===== config.mk =====
export PLATFORM = sky130hd
export DESIGN_NAME = sync_cmd_exec
export DESIGN_NICKNAME = d
export VERILOG_FILES = /design/src/rtl/sync_cmd_exec.sv
export SDC_FILE = /design/constraint.sdc
export NUM_CORES = 2
export LEC_CHECK = 0
export CAP_MARGIN = 15
export CORE_ASPECT_RATIO = 1.4
export CORE_UTILIZATION = 30
export DETAILED_ROUTE_END_ITERATION = 8
export HOLD_SLACK_MARGIN = 0.03
export PLACE_DENSITY = 0.45
export SLEW_MARGIN = 30
export SYNTH_ARGS = -nofsm -noshare
export SYNTH_HDL_FRONTEND = slang
export SYNTH_SLANG_ARGS = --single-unit

===== constraint.sdc =====
create_clock -name CLK -period 26.9 [get_ports CLK]
set_input_delay 2.69 -clock CLK [delete_from_list [all_inputs] [get_ports CLK]]
set_output_delay 2.69 -clock CLK [all_outputs]
set_load 0.02 [all_outputs]

===== src/rtl/sync_cmd_exec.sv =====
// Command synchronisation/execution stage: requests the next due command, waits
// for its start time, then plays out the pulse train, blanking and NCO words.
module sync_cmd_exec #(
  parameter int unsigned REQ_TIMEOUT = 1024,
  parameter int unsigned MIN_LEAD    = 2
) (
  input  logic        CLK,
  input  logic        rst,
  input  logic [63:0] TIME,
  input  logic        SYS_TIME_UPDATE,
  input  logic        DATA_WR,
  input  logic [47:0] FREQ,
  input  logic [47:0] FREQ_STEP,
  input  logic [31:0] FREQ_RATE,
  input  logic [63:0] TIME_START,
  input  logic [15:0] N_impulse,
  input  logic [1:0]  TYPE_impulse,
  input  logic [31:0] Interval_Ti,
  input  logic [31:0] Interval_Tp,
  input  logic [31:0] Tblank1,
  input  logic [31:0] Tblank2,
  output logic        REQ_COMM,
  output logic        IMPULSE,
  output logic        BLANK,
  output logic [47:0] NCO_FREQ,
  output logic        NCO_FREQ_WR,
  output logic        BUSY,
  output logic        ERR_LATE,
  output logic        CMD_REJECT
);

  typedef enum logic [2:0] {
    S_IDLE, S_REQ, S_WAIT_DATA, S_CHECK, S_ARMED, S_PULSE, S_TAIL
  } state_t;

  state_t      state_q;
  logic [31:0] tmo_q;
  logic [63:0] tlat_q, tstart_q;
  logic [47:0] freq_q, step_q, acc_q;
  logic [31:0] rate_q, ti_q, tp_q, tb1_q, tb2_q;
  logic [15:0] n_q, k_q;
  logic [1:0]  type_q;
  logic [31:0] p_q, rc_q, t_q;

  logic        req_q, imp_q, blank_q, wr_q, busy_q, late_q, rej_q;
  logic [47:0] nco_q;

  // Position of the next cycle inside the train; rc tracks p modulo Rate_eff
  logic        last_p, last_k;
  logic [31:0] p_d, rc_d;
  logic [15:0] k_d;

  always_comb begin
    last_p = (p_q == tp_q - 32'd1);
    last_k = (k_q == n_q - 16'd1);
    p_d    = last_p ? '0 : p_q + 32'd1;
    k_d    = last_p ? k_q + 16'd1 : k_q;
    rc_d   = (last_p || rc_q == rate_q - 32'd1) ? '0 : rc_q + 32'd1;
  end

  always_ff @(posedge CLK or posedge rst) begin
    if (rst) begin
      state_q  <= S_IDLE;
      tmo_q    <= '0;
      tlat_q   <= '0;
      tstart_q <= '0;
      freq_q   <= '0;
      step_q   <= '0;
      acc_q    <= '0;
      rate_q   <= '0;
      ti_q     <= '0;
      tp_q     <= '0;
      tb1_q    <= '0;
      tb2_q    <= '0;
      n_q      <= '0;
      k_q      <= '0;
      type_q   <= '0;
      p_q      <= '0;
      rc_q     <= '0;
      t_q      <= '0;
      req_q    <= 1'b0;
      imp_q    <= 1'b0;
      blank_q  <= 1'b0;
      wr_q     <= 1'b0;
      busy_q   <= 1'b0;
      late_q   <= 1'b0;
      rej_q    <= 1'b0;
      nco_q    <= '0;
    end else begin
      req_q  <= 1'b0;
      wr_q   <= 1'b0;
      late_q <= 1'b0;
      rej_q  <= 1'b0;
      if (SYS_TIME_UPDATE && state_q != S_IDLE) begin
        state_q <= S_IDLE;
        imp_q   <= 1'b0;
        blank_q <= 1'b0;
        busy_q  <= 1'b0;
      end else begin
        case (state_q)
          S_IDLE: begin
            if (!SYS_TIME_UPDATE) begin
              state_q <= S_REQ;
              req_q   <= 1'b1;
            end
          end
          S_REQ: begin
            state_q <= S_WAIT_DATA;
            tmo_q   <= '0;
          end
          S_WAIT_DATA: begin
            if (DATA_WR) begin
              freq_q   <= FREQ;
              step_q   <= FREQ_STEP;
              rate_q   <= (FREQ_RATE == '0) ? 32'd1 : FREQ_RATE;
              tstart_q <= TIME_START;
              tlat_q   <= TIME;
              n_q      <= N_impulse;
              type_q   <= (TYPE_impulse == 2'd3) ? 2'd0 : TYPE_impulse;
              tp_q     <= Interval_Tp;
              ti_q     <= (Interval_Ti < Interval_Tp) ? Interval_Ti : Interval_Tp;
              tb1_q    <= Tblank1;
              tb2_q    <= Tblank2;
              state_q  <= S_CHECK;
            end else if (tmo_q == REQ_TIMEOUT - 1) begin
              state_q <= S_IDLE;
            end else begin
              tmo_q <= tmo_q + 32'd1;
            end
          end
          S_CHECK: begin
            if (n_q == '0 || tp_q == '0) begin
              rej_q   <= 1'b1;
              state_q <= S_IDLE;
            end else if (tstart_q < tlat_q + 64'(MIN_LEAD)) begin
              late_q  <= 1'b1;
              state_q <= S_IDLE;
            end else begin
              nco_q   <= freq_q;
              wr_q    <= 1'b1;
              busy_q  <= 1'b1;
              blank_q <= 1'b0;
              state_q <= S_ARMED;
            end
          end
          S_ARMED: begin
            blank_q <= (TIME + {32'd0, tb1_q} >= tstart_q);
            if (TIME >= tstart_q) begin
              state_q <= S_PULSE;
              p_q     <= '0;
              k_q     <= '0;
              rc_q    <= '0;
              blank_q <= 1'b1;
              imp_q   <= (ti_q != '0);
              acc_q   <= freq_q + step_q;
              if (type_q != 2'd0) begin
                nco_q <= freq_q;
                wr_q  <= 1'b1;
              end
            end
          end
          S_PULSE: begin
            if (last_p && last_k) begin
              imp_q <= 1'b0;
              t_q   <= '0;
              if (tb2_q == '0) begin
                blank_q <= 1'b0;
                busy_q  <= 1'b0;
                state_q <= S_IDLE;
              end else begin
                state_q <= S_TAIL;
              end
            end else begin
              p_q   <= p_d;
              k_q   <= k_d;
              rc_q  <= rc_d;
              imp_q <= (p_d < ti_q);
              if (last_p) begin
                if (type_q == 2'd1) begin
                  nco_q <= freq_q;
                  wr_q  <= 1'b1;
                end else if (type_q == 2'd2) begin
                  nco_q <= acc_q;
                  acc_q <= acc_q + step_q;
                  wr_q  <= 1'b1;
                end
              end else if (type_q == 2'd1 && p_d < ti_q && rc_d == '0) begin
                nco_q <= nco_q + step_q;
                wr_q  <= 1'b1;
              end
            end
          end
          S_TAIL: begin
            if (t_q == tb2_q - 32'd1) begin
              blank_q <= 1'b0;
              busy_q  <= 1'b0;
              state_q <= S_IDLE;
            end else begin
              t_q <= t_q + 32'd1;
            end
          end
          default: state_q <= S_IDLE;
        endcase
      end
    end
  end

  assign REQ_COMM    = req_q;
  assign IMPULSE     = imp_q;
  assign BLANK       = blank_q;
  assign NCO_FREQ    = nco_q;
  assign NCO_FREQ_WR = wr_q;
  assign BUSY        = busy_q;
  assign ERR_LATE    = late_q;
  assign CMD_REJECT  = rej_q;

endmodule


### Word level (Yosys, flattened, before mapping)

Index checks and enable logic that the tools add are counted.

* register bits after elaboration: 652
* bits in latches: 0
* RAM bits: 0
* memory bits (read-only): 0
* bits of input ports: 406
* output and inout bits: 55
* logic and storage cells: 199
* memories kept: 0

* $add $sub $neg: 14
* multipliers: 0
* div/mod/pow operators: 0
* $lt $le $gt $ge: 5
* equality and inequality tests: 36
* shift-type cells: 0
* multiplexer cells: 84
* bitwise operators: 1
* reductions and logical operators: 33

Operator list (count)
* $mux W48: 14
* $mux W32: 11
* $pmux W32 S2: 4
* $add A48 B48 Y48: 3
* $pmux W48 S3: 1
* $add A32 B1 Y32 const B: 4
* $ge A64 B64 Y1: 2
* $logic_not A32 Y1: 4
* $eq A32 B32 Y1: 3
* $pmux W48 S2: 1
* $sub A32 B1 Y32 const B: 3
* $add A64 B2 Y64 const B: 1
* $add A64 B32 Y64: 1
* $lt A32 B32 Y1: 2
* $lt A64 B64 Y1: 1
* $mux W16: 3
* $mux W1: 33
* $eq A32 B10 Y1 const B: 1
* $pmux W16 S2: 1
* $reduce_bool A32 Y1: 1
* $mux W3: 10
* $ne A2 B2 Y1 const B: 12
* $ne A3 B3 Y1 const B: 8
* $pmux W3 S7: 1
* 29 further kinds: 48

### Depth between registers and ports, before layout

* depth after elaboration: 11
* depth in mapped cells: 29

### Least setup slack after synthesis

OpenSTA, ideal clock, no wires.

* kind: input-to-reg
* start: in TIME[7]
* end: reg blank_q (netlist: BLANK)
* library setup time: 0.134 ns
* arrival time: 7.292 ns
* required time: 26.766 ns
* setup slack: 19.474 ns
* stages: 25
* cells stage by stage: ha_1 a21oi_1 nor3b_1 o211ai_1 a21oi_1 o221a_2 o21bai_1 a311o_1 o221a_2 o21ai_0 clkbuf_1 nor2_1 xor2_1 ha_1 a21o_1 a21o_1 a21oi_1 nor2b_1 o21ai_0 a31oi_1 a211oi_1 nor3_1 o31a_1 o21ai_0 o211ai_1

* longest elaborated chain between the ends: 5
* elaborated cells on any way between the ends: 6
* classes of those cells: add/sub (1); order compare (2); mux (3)

Ends and longest elaborated chain
* start, declared: line 9 `input logic [63:0] TIME,`
* $add A64 B32 Y64: line 147 `blank_q <= (TIME + {32'd0, tb1_q} >= tstart_q);`
* $ge A64 B64 Y1: line 147
* $mux W1 *: line 148 `if (TIME >= tstart_q) begin`
* $pmux W1 S4 *: line 100 `case (state_q)`
* $mux W1 *: line 94 `if (SYS_TIME_UPDATE && state_q != S_IDLE) begin`
* end signal, assigned: line 147
* end, declared: line 45 `logic req_q, imp_q, blank_q, wr_q, busy_q, late_q, rej_q;`

Mark *: on every way between the ends. The rest lies on a longest branch, timed or not.
A chain may end at the register's enable or synchronous reset.

### Final worst setup path

* start: in TIME[0]
* end: reg blank_q (netlist: BLANK)

Same word-level chain as after synthesis.

==> flow_summary.yaml <==
run_status:
  run_status: "finished clean"
clock_tree:
  clk_root_buf: "sky130_fd_sc_hd__clkbuf_16"
  clkSlewWorstSetupHoldPaths_ns: 0.06
  post_cts.repair.setup_buffers: 0
  htree_num_levels: 3
  cts_tree: "yes"
  cts_hold_repair.buffers: 0
  clock_sinks: 652
  clock_tree.buffer_depth: 3
  insertion_delay_ns: 0.71
  cts_inserted_buffers: 80
  ctsResizeCount: 0
setup_path:
  critPathMostFrequentCell: "sky130_fd_sc_hd__o21ai_0"
  cp_startpoint: "TIME[0]"
  r2r-end: "NCO_FREQ[47]"
  critical-path-max-stage-delay_ns: 0.53
  reg2reg_from: "tlat_q[16]"
  crit_path_top_delay_cell: "sky130_fd_sc_hd__o221ai_1"
  r2r_setup_slack_ns: 19.09
  reg2reg_depth: 24
  critical_path_buf_inv_count: 1
  worst_ep_required_time_ns: 27.51
  critical_path.cell_chain: "clkdlybuf4s50_1 -> ha_1 -> fa_1 -> a21o_1 -> a21oi_1 -> o21ai_0 -> a41oi_1 -> o31ai_1 -> and4_1 -> o21ai_0 -> nand2b_1 -> a21oi_1 -> xnor2_1 -> ha_1 -> nand4_1 -> nor4_1 -> nand3_1 -> or3_1 -> o221ai_1 -> a211oi_1 -> nor3_1 -> o31a_1 -> o21ai_0 -> o211ai_1"
  crit_path_end_kind: "flop"
  critical_path_arrival_ns: 8.84
  path_max_fanout: 3
  cpLargestDelayFamily: "compound AO/OA/AOI/OAI gates"
  cp-start-kind: "primary input"
  path_class: "in -> reg"
global_routing:
  gr-total-overflow: 0
  grt_usage: 0.214
  wire_length_of_the_first_global_routing_pass_um: 262000
  grt_pass1_vias: 43000
  maximum_number_of_pins_on_one_net_before_global_route_repair: 203
  antenna_found_initial: 30
timing:
  worst_slew_margin_rel: 0.342
  finalHoldViolCount: 0
  setup-violations-final: 0
  final_period_minus_worst_setup_slack_ns: 8.23
  unrepaired_setup_endpoints_after_global_routing: "no"
  skew_ns: 0.0342
  tightestPinTransition_ns: 0.961
  fin_tns_setup_ns: 0
  final.period_utilization: 0.306
  timing_max_transition_violations_final: 0
  achievable_frequency_ghz: 0.121
pwr:
  p_leak_uw: 0.0257
  finalPower_uw: 5780
  power_density_nw_per_um2: 102
  vdd_ir_drop_max_v: 0.0000415
yosys:
  synth.net_count: 6642
  synth_async_sr_flop_share: 1.00
  synth.yosys.warnings: 0
  yosysSeqAreaShare: 0.346
  syn-instance-count: 5839
  dominantRegCellSynth: "sky130_fd_sc_hd__dfrtp_1"
  post_synth_num_cell_types: 89
  post_synth.cell_area_avg_um2: 8.07
  post_synth_instance_area_um2: 47100
  number_of_enable_flip_flop_cells_after_synthesis: 0
  yosys_register_bits: 652
hold_path:
  hold_class: "reg -> reg"
  min_delay_path_depth: 2
  hold-path-endpoint: "tb1_q[25]"
  min-delay-start: "tb1_q[25]"
die:
  floorplan.initialDensity: 0.303
  die_area_um2: 159000
  fp.dieH_um: 471
  placeableCoreArea_um2: 156000
  boundaryPins: 461
  fp-row-count: 171
  die-width_um: 337
final_layout:
  layout-drive-gt1-share: 0.0451
  fin_area_um2: 56800
  final-seq-area_um2: 16300
  fill_cells: 16200
  multi_input_area_um2: 29100
  post-route-util: 0.365
  synthToLayoutAreaGrowth_pct: 20.4
  final_net_count: 6977
route:
  detail_route.iter0.violations: 2487
  vias: 43000
  via_per_inst: 5.17
  post-route-drc-count: 0
  antenna_violating_nets_post_route: 0
  route.detailed.wl_per_inst_um: 20.7
  drt-pass1-iter-count: 9
  post_detailed_routing_wire_length_um: 172000
placed_design:
  post-dp-hpwl_um: 132000
  placedInstanceArea_um2: 53800
  placement.io_buffers: 460
  gp_congestion: 0.904
job:
  max-cap-violations: 0
## layer usage
layer / vias to the layer above / share of wire / global-route usage
li1: 21100 / - / -
met1: 20600 / 0.45 / 0.278
met2: 1000 / 0.47 / 0.355
met3: 220 / 0.058 / 0.0437
met4: 44 / 0.026 / 0.0617
met5: - / 0.0018 / 0
## worst min-delay path, delay by kind of cell, from the launching register on
family | cells | cell delay [ns]
flip-flops | 1 | 0.34
AND/OR/NAND/NOR | 2 | 0.10
## cell families (layout without fill, tap and decap cells)
group	Yosys count	count (layout)	synth area share
AND/OR/NAND/NOR	2594	2594	0.251
AO/OA/AOI/OAI	1212	1212	0.162
flip-flops	652	652	0.346
buffers and inverters	476	874	0.0390
XOR/XNOR	438	438	0.0814
adder cells (fa/ha/maj)	397	397	0.106
multiplexers	70	70	0.0154
other	0	1	0
## report_power, final
part	total [uW]	switching, uW	internal [uW]
Combinational	2820	1630	1200
Sequential	1750	430	1320
Clock	1210	486	724
## synth_stat cells, types with 10 or more instances
library cell                number  area share
sky130_fd_sc_hd__or2_2          23      0.0031
sky130_fd_sc_hd__mux2i_1        49       0.010
sky130_fd_sc_hd__a2bb2oi_1      12      0.0022
sky130_fd_sc_hd__o31ai_1        34      0.0054
sky130_fd_sc_hd__nand2_1      1414        0.11
sky130_fd_sc_hd__nand4_1       112       0.015
sky130_fd_sc_hd__nand2b_1       38      0.0050
sky130_fd_sc_hd__o22ai_1        17      0.0023
sky130_fd_sc_hd__o21a_1         17      0.0027
sky130_fd_sc_hd__clkbuf_1      214       0.017
sky130_fd_sc_hd__nor3b_1        16      0.0025
sky130_fd_sc_hd__a31oi_1        55      0.0073
sky130_fd_sc_hd__and4_1         27      0.0050
sky130_fd_sc_hd__nor2_1        342       0.027
sky130_fd_sc_hd__o21bai_1       27      0.0043
sky130_fd_sc_hd__a21boi_0       10      0.0016
sky130_fd_sc_hd__or3_1          58      0.0077
sky130_fd_sc_hd__a221oi_1       11      0.0020
sky130_fd_sc_hd__o21ai_0       450       0.048
sky130_fd_sc_hd__dfrtp_1       652        0.35
sky130_fd_sc_hd__buf_1          19      0.0015
sky130_fd_sc_hd__a21o_1        116       0.018
sky130_fd_sc_hd__a2111oi_0      11      0.0020
sky130_fd_sc_hd__and3_1         70      0.0093
sky130_fd_sc_hd__or4_1          30      0.0048
sky130_fd_sc_hd__nor2b_1        46      0.0061
sky130_fd_sc_hd__inv_1         216       0.017
sky130_fd_sc_hd__nand3_1       140       0.015
sky130_fd_sc_hd__mux2_2         21      0.0050
sky130_fd_sc_hd__buf_2          23      0.0024
sky130_fd_sc_hd__nand3b_1       13      0.0021
sky130_fd_sc_hd__ha_1          394        0.10
sky130_fd_sc_hd__and2_1         28      0.0037
sky130_fd_sc_hd__xnor2_1       278       0.052
sky130_fd_sc_hd__xor2_1        160       0.030
sky130_fd_sc_hd__nor3_1        112       0.012
sky130_fd_sc_hd__a21oi_1       236       0.025
sky130_fd_sc_hd__a22o_1         20      0.0037
sky130_fd_sc_hd__nor4_1         78       0.010
sky130_fd_sc_hd__a211o_1        12      0.0022
sky130_fd_sc_hd__o211ai_1       25      0.0040
sky130_fd_sc_hd__a22oi_1        18      0.0029
sky130_fd_sc_hd__a211oi_1       30      0.0048
sky130_fd_sc_hd__nor4b_1        12      0.0022
## placed cells by master, fill, tap and decap left out, types with 38 or more instances in the layout
cell                                 n
sky130_fd_sc_hd__inv_1             215
sky130_fd_sc_hd__mux2i_1            49
sky130_fd_sc_hd__nand2_1          1412
sky130_fd_sc_hd__nand2b_1           38
sky130_fd_sc_hd__clkdlybuf4s50_1   460
sky130_fd_sc_hd__clkbuf_16          81
sky130_fd_sc_hd__dfrtp_1           652
sky130_fd_sc_hd__ha_1              394
sky130_fd_sc_hd__a31oi_1            55
sky130_fd_sc_hd__xor2_1            160
sky130_fd_sc_hd__a21o_1            116
sky130_fd_sc_hd__o21ai_0           448
sky130_fd_sc_hd__nor3_1            109
sky130_fd_sc_hd__a21oi_1           234
sky130_fd_sc_hd__nor2b_1            46
sky130_fd_sc_hd__nor2_1            340
sky130_fd_sc_hd__nand3_1           140
sky130_fd_sc_hd__or3_1              57
sky130_fd_sc_hd__xnor2_1           278
sky130_fd_sc_hd__nand4_1           112
sky130_fd_sc_hd__buf_4              45
sky130_fd_sc_hd__and3_1             70
sky130_fd_sc_hd__nor4_1             76
## registers in the layout, indices dropped and copies added, names as in the netlist, 48 cells and up
signal and cells:
NCO_FREQ 48, step_q 48, tlat_q 64, freq_q 48
tstart_q 64, acc_q 48
## worst max-delay path by stage
| stage | depth (start not counted) | to | slack, ns |
|---|---|---|---|
| final | 24 | BLANK | 18.67 |
| after global routing | 26 | BLANK | 18.40 |
| after CTS | 24 | BLANK | 18.80 |
| after detailed placement | 24 | BLANK | 18.05 |
| after global placement | 14 | acc_q[13] | 17.24 |
| after floorplan | 1 | BLANK | 5.94 |
## per-stage QoR
step	hold WS, ns	cells	setup WS [ns]
global route	0.502	8314	18.40
floorplan	0.450	5839	5.94
global placement	0.465	8165	17.24
finish	0.480	8314	18.67
CTS	0.484	8311	18.80
detailed placement	0.468	8166	18.05
## layout make-up
cell class / instances / share of cell area
Sequential cell: 652 / 0.287
Clock buffer: 106 / 0.0395
Clock inverter: 39 / 0.0110
Timing Repair Buffer: 512 / 0.0891
Antenna cell: 1 / 0.0000441
Multi-Input combinational cell: 4711 / 0.513
Tap cell: 2076 / 0.0458
Inverter: 217 / 0.0145
Note: power is estimated with default switching activity, not from simulation.
